==> config.mk <==
export PLATFORM = sky130hd
export DESIGN_NAME = bike_light_multi_fsm
export DESIGN_NICKNAME = d
export VERILOG_FILES = /design/src/rtl/bike_light_multi_fsm.sv
export SDC_FILE = /design/constraint.sdc
export NUM_CORES = 1
export LEC_CHECK = 0
export CORE_AREA = 2 2 129 68
export DETAILED_ROUTE_END_ITERATION = 8
export DIE_AREA = 0 0 131 70
export GPL_TIMING_DRIVEN = 0
export PLACE_DENSITY = 0.85
export SYNTH_ARGS = -nofsm -noshare
export SYNTH_HDL_FRONTEND = slang
export SYNTH_SLANG_ARGS = --single-unit
==> constraint.sdc <==
create_clock -name clk -period 4 [get_ports clk]
set_clock_uncertainty 0.1 [all_clocks]
set_input_delay 1 -clock clk [delete_from_list [all_inputs] [get_ports clk]]
set_output_delay 1 -clock clk [all_outputs]
set_load 0.03 [all_outputs]
==> src/rtl/bike_light_multi_fsm.sv <==
// ----------------------------------------------------------------------------
// bike_light_multi_fsm
//   Multi-channel bicycle light controller. One shared beat generator and one
//   shared 4-bit PWM counter feed NUM_CH independent channels. Each channel
//   holds its own mode, FLASH_1/FLASH_2 half-periods (in beats), DIM duty, and
//   flash phase. Buttons act only on the channel addressed by sel.
//
// Ports
//   clk       in   system clock
//   reset     in   asynchronous active-low reset
//   sel       in   channel addressed by the buttons
//   next      in   1-cycle pulse, advance selected channel's mode
//   faster    in   1-cycle pulse, shorter flash period / higher DIM duty
//   slower    in   1-cycle pulse, longer flash period / lower DIM duty
//   light     out  registered light drive, one bit per channel
//   sel_mode  out  registered mode of channel sel (0 if sel out of range)
//   beat      out  registered 1-cycle beat pulse
// ----------------------------------------------------------------------------
module bike_light_multi_fsm #(
   parameter int  NUM_CH    = 2,
   parameter int  BEAT_DIV  = 1562500,
   parameter int  PER_W     = 5,
   parameter int  F1_INIT   = 16,
   parameter int  F2_INIT   = 4,
   parameter int  DUTY_INIT = 4,
   localparam int SEL_W     = (NUM_CH > 1) ? $clog2(NUM_CH) : 1
) (
   input  logic              clk,
   input  logic              reset,
   input  logic [SEL_W-1:0]  sel,
   input  logic              next,
   input  logic              faster,
   input  logic              slower,
   output logic [NUM_CH-1:0] light,
   output logic [2:0]        sel_mode,
   output logic              beat
);

   localparam int CNT_W = $clog2(BEAT_DIV);
   localparam logic [PER_W-1:0] HALF_MAX = '1;

   typedef enum logic [2:0] {
      M_OFF = 3'd0,
      M_ON  = 3'd1,
      M_FL1 = 3'd2,
      M_FL2 = 3'd3,
      M_DIM = 3'd4
   } mode_e;

   // ---------------- shared beat generator and PWM counter ----------------
   logic [CNT_W-1:0] bcnt_q, bcnt_d;
   logic             beat_q;
   logic             tick;
   logic [3:0]       pwm_q;

   // tick is the cycle the counter sits at its top value; the channels advance
   // their flash phase on the same edge that raises beat.
   assign tick   = (bcnt_q == CNT_W'(BEAT_DIV - 1));
   assign bcnt_d = tick ? '0 : bcnt_q + CNT_W'(1);

   always_ff @(posedge clk or negedge reset) begin
      if (!reset) begin
         bcnt_q <= '0;
         beat_q <= 1'b0;
         pwm_q  <= 4'd0;
      end else begin
         bcnt_q <= bcnt_d;
         beat_q <= tick;
         pwm_q  <= pwm_q + 4'd1;
      end
   end

   // ---------------- channel addressing and sel_mode mux ------------------
   logic [NUM_CH-1:0]      sel_hit;
   logic [NUM_CH-1:0][2:0] mode_all;
   logic [NUM_CH-1:0]      light_all;
   logic [2:0]             sel_mode_q, sel_mode_d;

   // An out-of-range sel matches no channel, so buttons are dropped and
   // sel_mode falls back to 0.
   always_comb begin
      sel_hit    = '0;
      sel_mode_d = 3'd0;
      for (int i = 0; i < NUM_CH; i++) begin
         sel_hit[i] = (32'(sel) == i);
         if (sel_hit[i]) sel_mode_d = mode_all[i];
      end
   end

   always_ff @(posedge clk or negedge reset) begin
      if (!reset) sel_mode_q <= 3'd0;
      else        sel_mode_q <= sel_mode_d;
   end

   // ---------------- per-channel state ------------------------------------
   for (genvar g = 0; g < NUM_CH; g++) begin : g_ch
      mode_e            mode_q, mode_d;
      logic [PER_W-1:0] h1_q, h1_d, h2_q, h2_d, ph_q, ph_d, half;
      logic [PER_W:0]   ph_inc;
      logic [3:0]       duty_q, duty_d;
      logic             fs_q, fs_d, lt_q, lt_d, flashing, btn;

      assign btn          = sel_hit[g];
      assign mode_all[g]  = mode_q;
      assign light_all[g] = lt_q;

      always_ff @(posedge clk or negedge reset) begin
         if (!reset) begin
            mode_q <= M_OFF;
            h1_q   <= PER_W'(F1_INIT);
            h2_q   <= PER_W'(F2_INIT);
            duty_q <= 4'(DUTY_INIT);
            ph_q   <= '0;
            fs_q   <= 1'b0;
            lt_q   <= 1'b0;
         end else begin
            mode_q <= mode_d;
            h1_q   <= h1_d;
            h2_q   <= h2_d;
            duty_q <= duty_d;
            ph_q   <= ph_d;
            fs_q   <= fs_d;
            lt_q   <= lt_d;
         end
      end

      always_comb begin
         mode_d   = mode_q;
         h1_d     = h1_q;
         h2_d     = h2_q;
         duty_d   = duty_q;
         ph_d     = ph_q;
         fs_d     = fs_q;
         lt_d     = 1'b0;
         flashing = (mode_q == M_FL1) || (mode_q == M_FL2);
         half     = (mode_q == M_FL2) ? h2_q : h1_q;
         ph_inc   = {1'b0, ph_q} + (PER_W + 1)'(1);

         // >= rather than == so a half-period shortened below the current
         // phase still toggles on the very next beat.
         if (tick && flashing) begin
            if (ph_inc >= {1'b0, half}) begin
               ph_d = '0;
               fs_d = ~fs_q;
            end else begin
               ph_d = ph_inc[PER_W-1:0];
            end
         end

         if (btn && next) begin
            case (mode_q)
               M_OFF:   mode_d = M_ON;
               M_ON:    mode_d = M_FL1;
               M_FL1:   mode_d = M_FL2;
               M_FL2:   mode_d = M_DIM;
               default: mode_d = M_OFF;   // DIM and illegal codes
            endcase
            // Flash entry starts lit with a fresh phase; harmless elsewhere.
            ph_d = '0;
            fs_d = 1'b1;
         end else if (btn && (faster ^ slower)) begin
            case (mode_q)
               M_FL1: begin
                  if (faster) begin
                     if (h1_q > PER_W'(1)) h1_d = h1_q - PER_W'(1);
                  end else if (h1_q != HALF_MAX) begin
                     h1_d = h1_q + PER_W'(1);
                  end
               end
               M_FL2: begin
                  if (faster) begin
                     if (h2_q > PER_W'(1)) h2_d = h2_q - PER_W'(1);
                  end else if (h2_q != HALF_MAX) begin
                     h2_d = h2_q + PER_W'(1);
                  end
               end
               M_DIM: begin
                  if (faster) begin
                     if (duty_q != 4'hF) duty_d = duty_q + 4'd1;
                  end else if (duty_q != 4'h0) begin
                     duty_d = duty_q - 4'd1;
                  end
               end
               default: ;
            endcase
         end

         case (mode_q)
            M_ON:         lt_d = 1'b1;
            M_FL1, M_FL2: lt_d = fs_q;
            M_DIM:        lt_d = (pwm_q < duty_q);
            default:      lt_d = 1'b0;
         endcase
      end
   end

   assign light    = light_all;
   assign sel_mode = sel_mode_q;
   assign beat     = beat_q;

endmodule

# Yosys cells after proc, flatten, opt, wreduce, memory -nomap -nowiden
# Cells that the tools add are included.
[totals]
in_bits = 6
out_inout_bits = 6
regBits = 77
wordCells = 139
[classes]
n_bitwise = 6
add_sub_neg = 16
muxes = 38
reduce_logical = 32
magnitude_cmp = 8
eq_ne = 21
[op_table]
columns = ["operator", "count"]
rows = [
  ["two-way mux 5 bit", 20],
  ["AND reduction 5 bit", 6],
  ["two-way mux 4 bit", 6],
  ["one-hot mux 3 bit (4 select lines)", 2],
  ["adder 21 x 1 -> 21 bit, second input constant", 1],
  ["== test 21 bit, second input constant", 1],
  ["two-way mux 21 bit", 1],
  ["adder 5 x 1 -> 5 bit, second input constant", 4],
  ["greater-than comparator 5 x 1 -> 1 bit, second input constant", 4],
  ["inequality test 5 bit, second input constant", 4],
  ["nonzero test 2 bit", 10],
  ["subtractor 5 x 1 -> 5 bit, second input constant", 4],
  ["adder 4 x 1 -> 4 bit, second input constant", 3],
  ["adder 5 x 1 -> 6 bit, second input constant", 2],
  ["== test 3 x 2 -> 1 bit, second input constant", 4],
  ["greater-or-equal comparator 6 x 5 -> 1 bit", 2],
  ["inequality test 2 x 1 -> 1 bit, second input constant", 6],
  ["< comparator 4 bit", 2],
  ["inequality test 4 bit, second input constant", 2],
  ["nonzero test 4 bit", 2],
  ["subtractor 4 x 1 -> 4 bit, second input constant", 2],
  ["== test 3 x 1 -> 1 bit, second input constant", 2],
  ["== test 3 bit, second input constant", 2],
  ["logical AND 1 bit", 6],
  ["9 further kinds", 23],
]

# Logic depth before layout (Yosys ltp)
[logic_depth]
word_depth = 6
ltp_mapped = 11

# Least setup slack after synthesis
# OpenSTA, ideal clock, no wires.
[synth_path]
path_kind = "in2reg"
from = "in faster"
to = "reg g_ch[0].duty_q[3]"
path_buffers = 2
cell_stages = 9
arrival_ps = 2695
setup_slack_ps = 1083
required_time_ps = 3777
path_cell_list = "buf_2 -> inv_1 -> clkbuf_1 -> ha_1 -> a21o_1 -> a21oi_1 -> xnor2_1 -> nand2_1 -> xnor2_1"
[synth_via]
elab_chain_cells = 3
[synth_lines]
columns = ["element", "line_no", "text"]
rows = [
  ["start: declaration", "32", "input logic faster,"],
  ["XOR 1 bit", "161", "end else if (btn && (faster ^ slower)) begin"],
  ["logical AND 1 bit", "161", ""],
  ["AND reduction 5 bit (no source line)", "-", ""],
  ["end signal: assignment", "112", "duty_q <= 4'(DUTY_INIT);"],
  ["end signal: assignment", "120", "duty_q <= duty_d;"],
  ["end: declaration", "100", "logic [3:0] duty_q, duty_d;"],
]
# Parallel ways exist; a longest one is shown, timed or not.
# A chain may end at the register's enable or synchronous reset.

# Final worst setup path
[layout_path]
from = "in faster"
to = "reg g_ch[1].duty_q[3]"
[layout_via]
elab_chain_cells = 3
[layout_lines]
columns = ["element", "line_no"]
rows = [
  ["XOR 1 bit", "161"],
  ["logical AND 1 bit", "161"],
  ["AND reduction 5 bit (no source line)", "-"],
  ["end signal: assignment", "112"],
  ["end signal: assignment", "120"],
  ["end: declaration", "100"],
]
# Parallel ways exist; a longest one is shown, timed or not.

==> metrics <==
cts hold-fix bufs 0; Req. time, crit path 4.13 ns; Pleak 2.52 nW; vias per inst 6.06; top cell type's share of synthesized area 0.376; Synth warnings 0; Initial Utilization 0.572; RSZ-0062 raised after global routing no; first-pass GRT wire length 17800 um; RePlAce Congestion 0.876; Max FO, Critical Path 15; CTS buffer count 9; minimum clock period 3.63 ns; Final Util 0.643; Hold Fails Final Rpt 0; MaxCap Viol Count 0; vias in the first global route 3586; CTS Root Cell clkbuf_16; die height roughly 70 um; Net count, final 548; post-synth top area cell dfrtp_1; Clk Latency, worst-skew pair 0.34 ns; DP Worst Slack 0.0552 ns; Mapped Area 0.00472 mm2; # resized after CTS 0; Min Hold Slack about 0.4 ns; area grow syn2layout 12.5%; most common cell in the synthesized netlist dfrtp_1; most used cell, CP xnor2_1; Iteration-0 DRC Markers 423; critical path class in -> reg; fill cell count approximately 630; share of layout cells above drive strength 1 0.0931; Async SR Flop Fraction 1.00; CTS tree done; #FFs+latches synth 77; Die ar. 0.00917 mm2; Post-DRT Antenna Nets 0; First-pass DRT Iterations 6; Clock Tree Buf Depth 2; Synth Instances roughly 480; post-CTS setup buffer count 0; gr usage total 0.249; ANT cells 0; PnR worst setup slack between 0.3 and 0.4 ns; fmax 276 MHz; syn avg cell area 9.88 um2; CTS clock-pin slew for the worst setup and hold paths 0.06 ns; status completed; grt total ovfl 0; max incr delay on CP 0.74 ns; Tot Pwr 3.06 mW; post-DR wirelength/cell 17.0 um; Pins Over Slew Limit 0; drt drc 0; final period utilization 0.907; initial antenna violation count 0; crit path cell chain clkdlybuf4s50_1 > buf_2 > inv_1 > clkbuf_1 > ha_1 > a21o_1 > a21oi_1 > xnor2_1 > nand2_1 > xnor2_1; PD cells 575 mW/mm2; share of the yosys chip area belonging to registers 0.410; crit path capture type register; port buffer count 10; hold crit path type reg -> reg; largest cells by area after synthesis dfrtp_1, ha_1, xor2_1; Main synth FF type dfrtp_1; synth unique cells 62; Post-synth top cells dfrtp_1, nor2_1, ha_1; multi-input logic area ~0.0026 mm2; CTS HTree Levels 3; Slew headroom 0.304; DR vias 3772; WP data arrival around 3.8 ns; slowest cell on the critical path clkbuf_1; final setup fails 0; core region area 0.00826 mm2; dpl hpwl roughly 7700 um; crit start category input port; final WL 10600 um; Clock Sinks 77; number of enable flip-flop cells after synthesis 0; largest net degree at the start of global routing 60; Synthesized Nets 526; Reg area 0.00193 mm2; maximum vdd drop 0.000317 V; Die Wd 131 um; I/O pins 12; row count 24; Worst-Margin Slew 1.03 ns; setup_tns 0 ns
-- per-layer routing --
layer,track usage,wire [um],share of wire,up-vias
met3,0.0697,792,0.075,14
met5,0,0,0,-
met2,0.371,4770,0.45,162
met4,0.0556,97,0.0092,0
li1,-,-,-,1737
met1,0.363,4930,0.47,1859
-- power breakdown --
| part | internal, mW | switching, mW | leakage, nW |
|---|---|---|---|
| registers | 0.962 | 0.214 | 0.969 |
| logic | 0.448 | 0.558 | 1.39 |
| clock network | 0.560 | 0.314 | 0.159 |
| total | 1.97 | 1.09 | 2.52 |
-- kinds of logic after synthesis --
family	count (synthesis)	share of synthesized area
buf+inv	39	0.0352
fa+ha+maj	42	0.114
mux	20	0.0437
simple gates	166	0.184
compound gates	85	0.121
xor+xnor	49	0.0925
flops	77	0.410
-- layout by cell type, fill, tap and decap left out, drive strengths merged, types with 3 or more instances in the layout --
master	instances
a21o	4
a41oi	3
nor2b	5
dfrtp	71
o21ai	25
nor2	42
nor3	8
a21oi	19
mux2	5
nand2	32
dfstp	6
and3	10
nand2b	14
or4	3
o41ai	7
xnor2	21
clkdlybuf4s50	9
a21boi	3
and4	4
ha	40
inv	23
xor2	28
buf	12
mux2i	15
a22o	3
clkinv	3
nand3	19
nand3b	4
nand4	13
clkbuf	17
-- flip-flops by register name, indices dropped and copies added, names as in the netlist --
name / cells
bcnt_q: 21
g_ch.h1_q: 10
g_ch.h2_q: 10
g_ch.ph_q: 10
g_ch.duty_q: 8
g_ch.mode_q: 6
pwm_q: 4
sel_mode: 3
g_ch.fs_q: 2
g_ch.lt_q: 2
beat: 1
-- path summary, 6_finish.rpt --
| kind | to | from | depth (start not counted) | slack [ns] |
|---|---|---|---|---|
| worst min register to register | g_ch[0].duty_q[3] | g_ch[0].duty_q[3] | 1 | 0.40 |
| max in group asynchronous | g_ch[0].h2_q[2] | reset | 2 | 2.74 |
| worst min-delay path | g_ch[0].duty_q[3] | g_ch[0].duty_q[3] | 1 | 0.40 |
| min in group asynchronous | bcnt_q[5] | reset | 1 | 0.44 |
| worst max-delay path | g_ch[1].duty_q[3] | faster | 10 | 0.37 |
| worst max register to register | g_ch[1].ph_q[2] | g_ch[1].mode_q[2] | 9 | 0.93 |
-- critical path: cells and delay by family --
| kind | cells | cell delay (ns) |
|---|---|---|
| xor+xnor | 2 | 0.31 |
| fa+ha+maj | 1 | 0.37 |
| simple gates | 1 | 0.10 |
| buf+inv | 4 | 1.64 |
| compound gates | 2 | 0.32 |
-- cell type report --
| type | instances | share of cell area |
|---|---|---|
| well taps | 117 | 0.0276 |
| multi-input cells | 362 | 0.494 |
| plain buffers | 16 | 0.0151 |
| clock inverters | 5 | 0.0141 |
| repair buffers | 11 | 0.0236 |
| flip-flops and latches | 77 | 0.364 |
| inverters | 23 | 0.0163 |
| clock buffers | 11 | 0.0457 |
-- stage by stage --
| step | cells | area [um2] |
|---|---|---|
| after floorplan | 478 | 4720 |
| after global placement | 605 | 4970 |
| after detailed placement | 606 | 4990 |
| after CTS | 622 | 5310 |
| after global routing | 622 | 5310 |
| final | 622 | 5310 |
(Power assumes the default switching activity.)
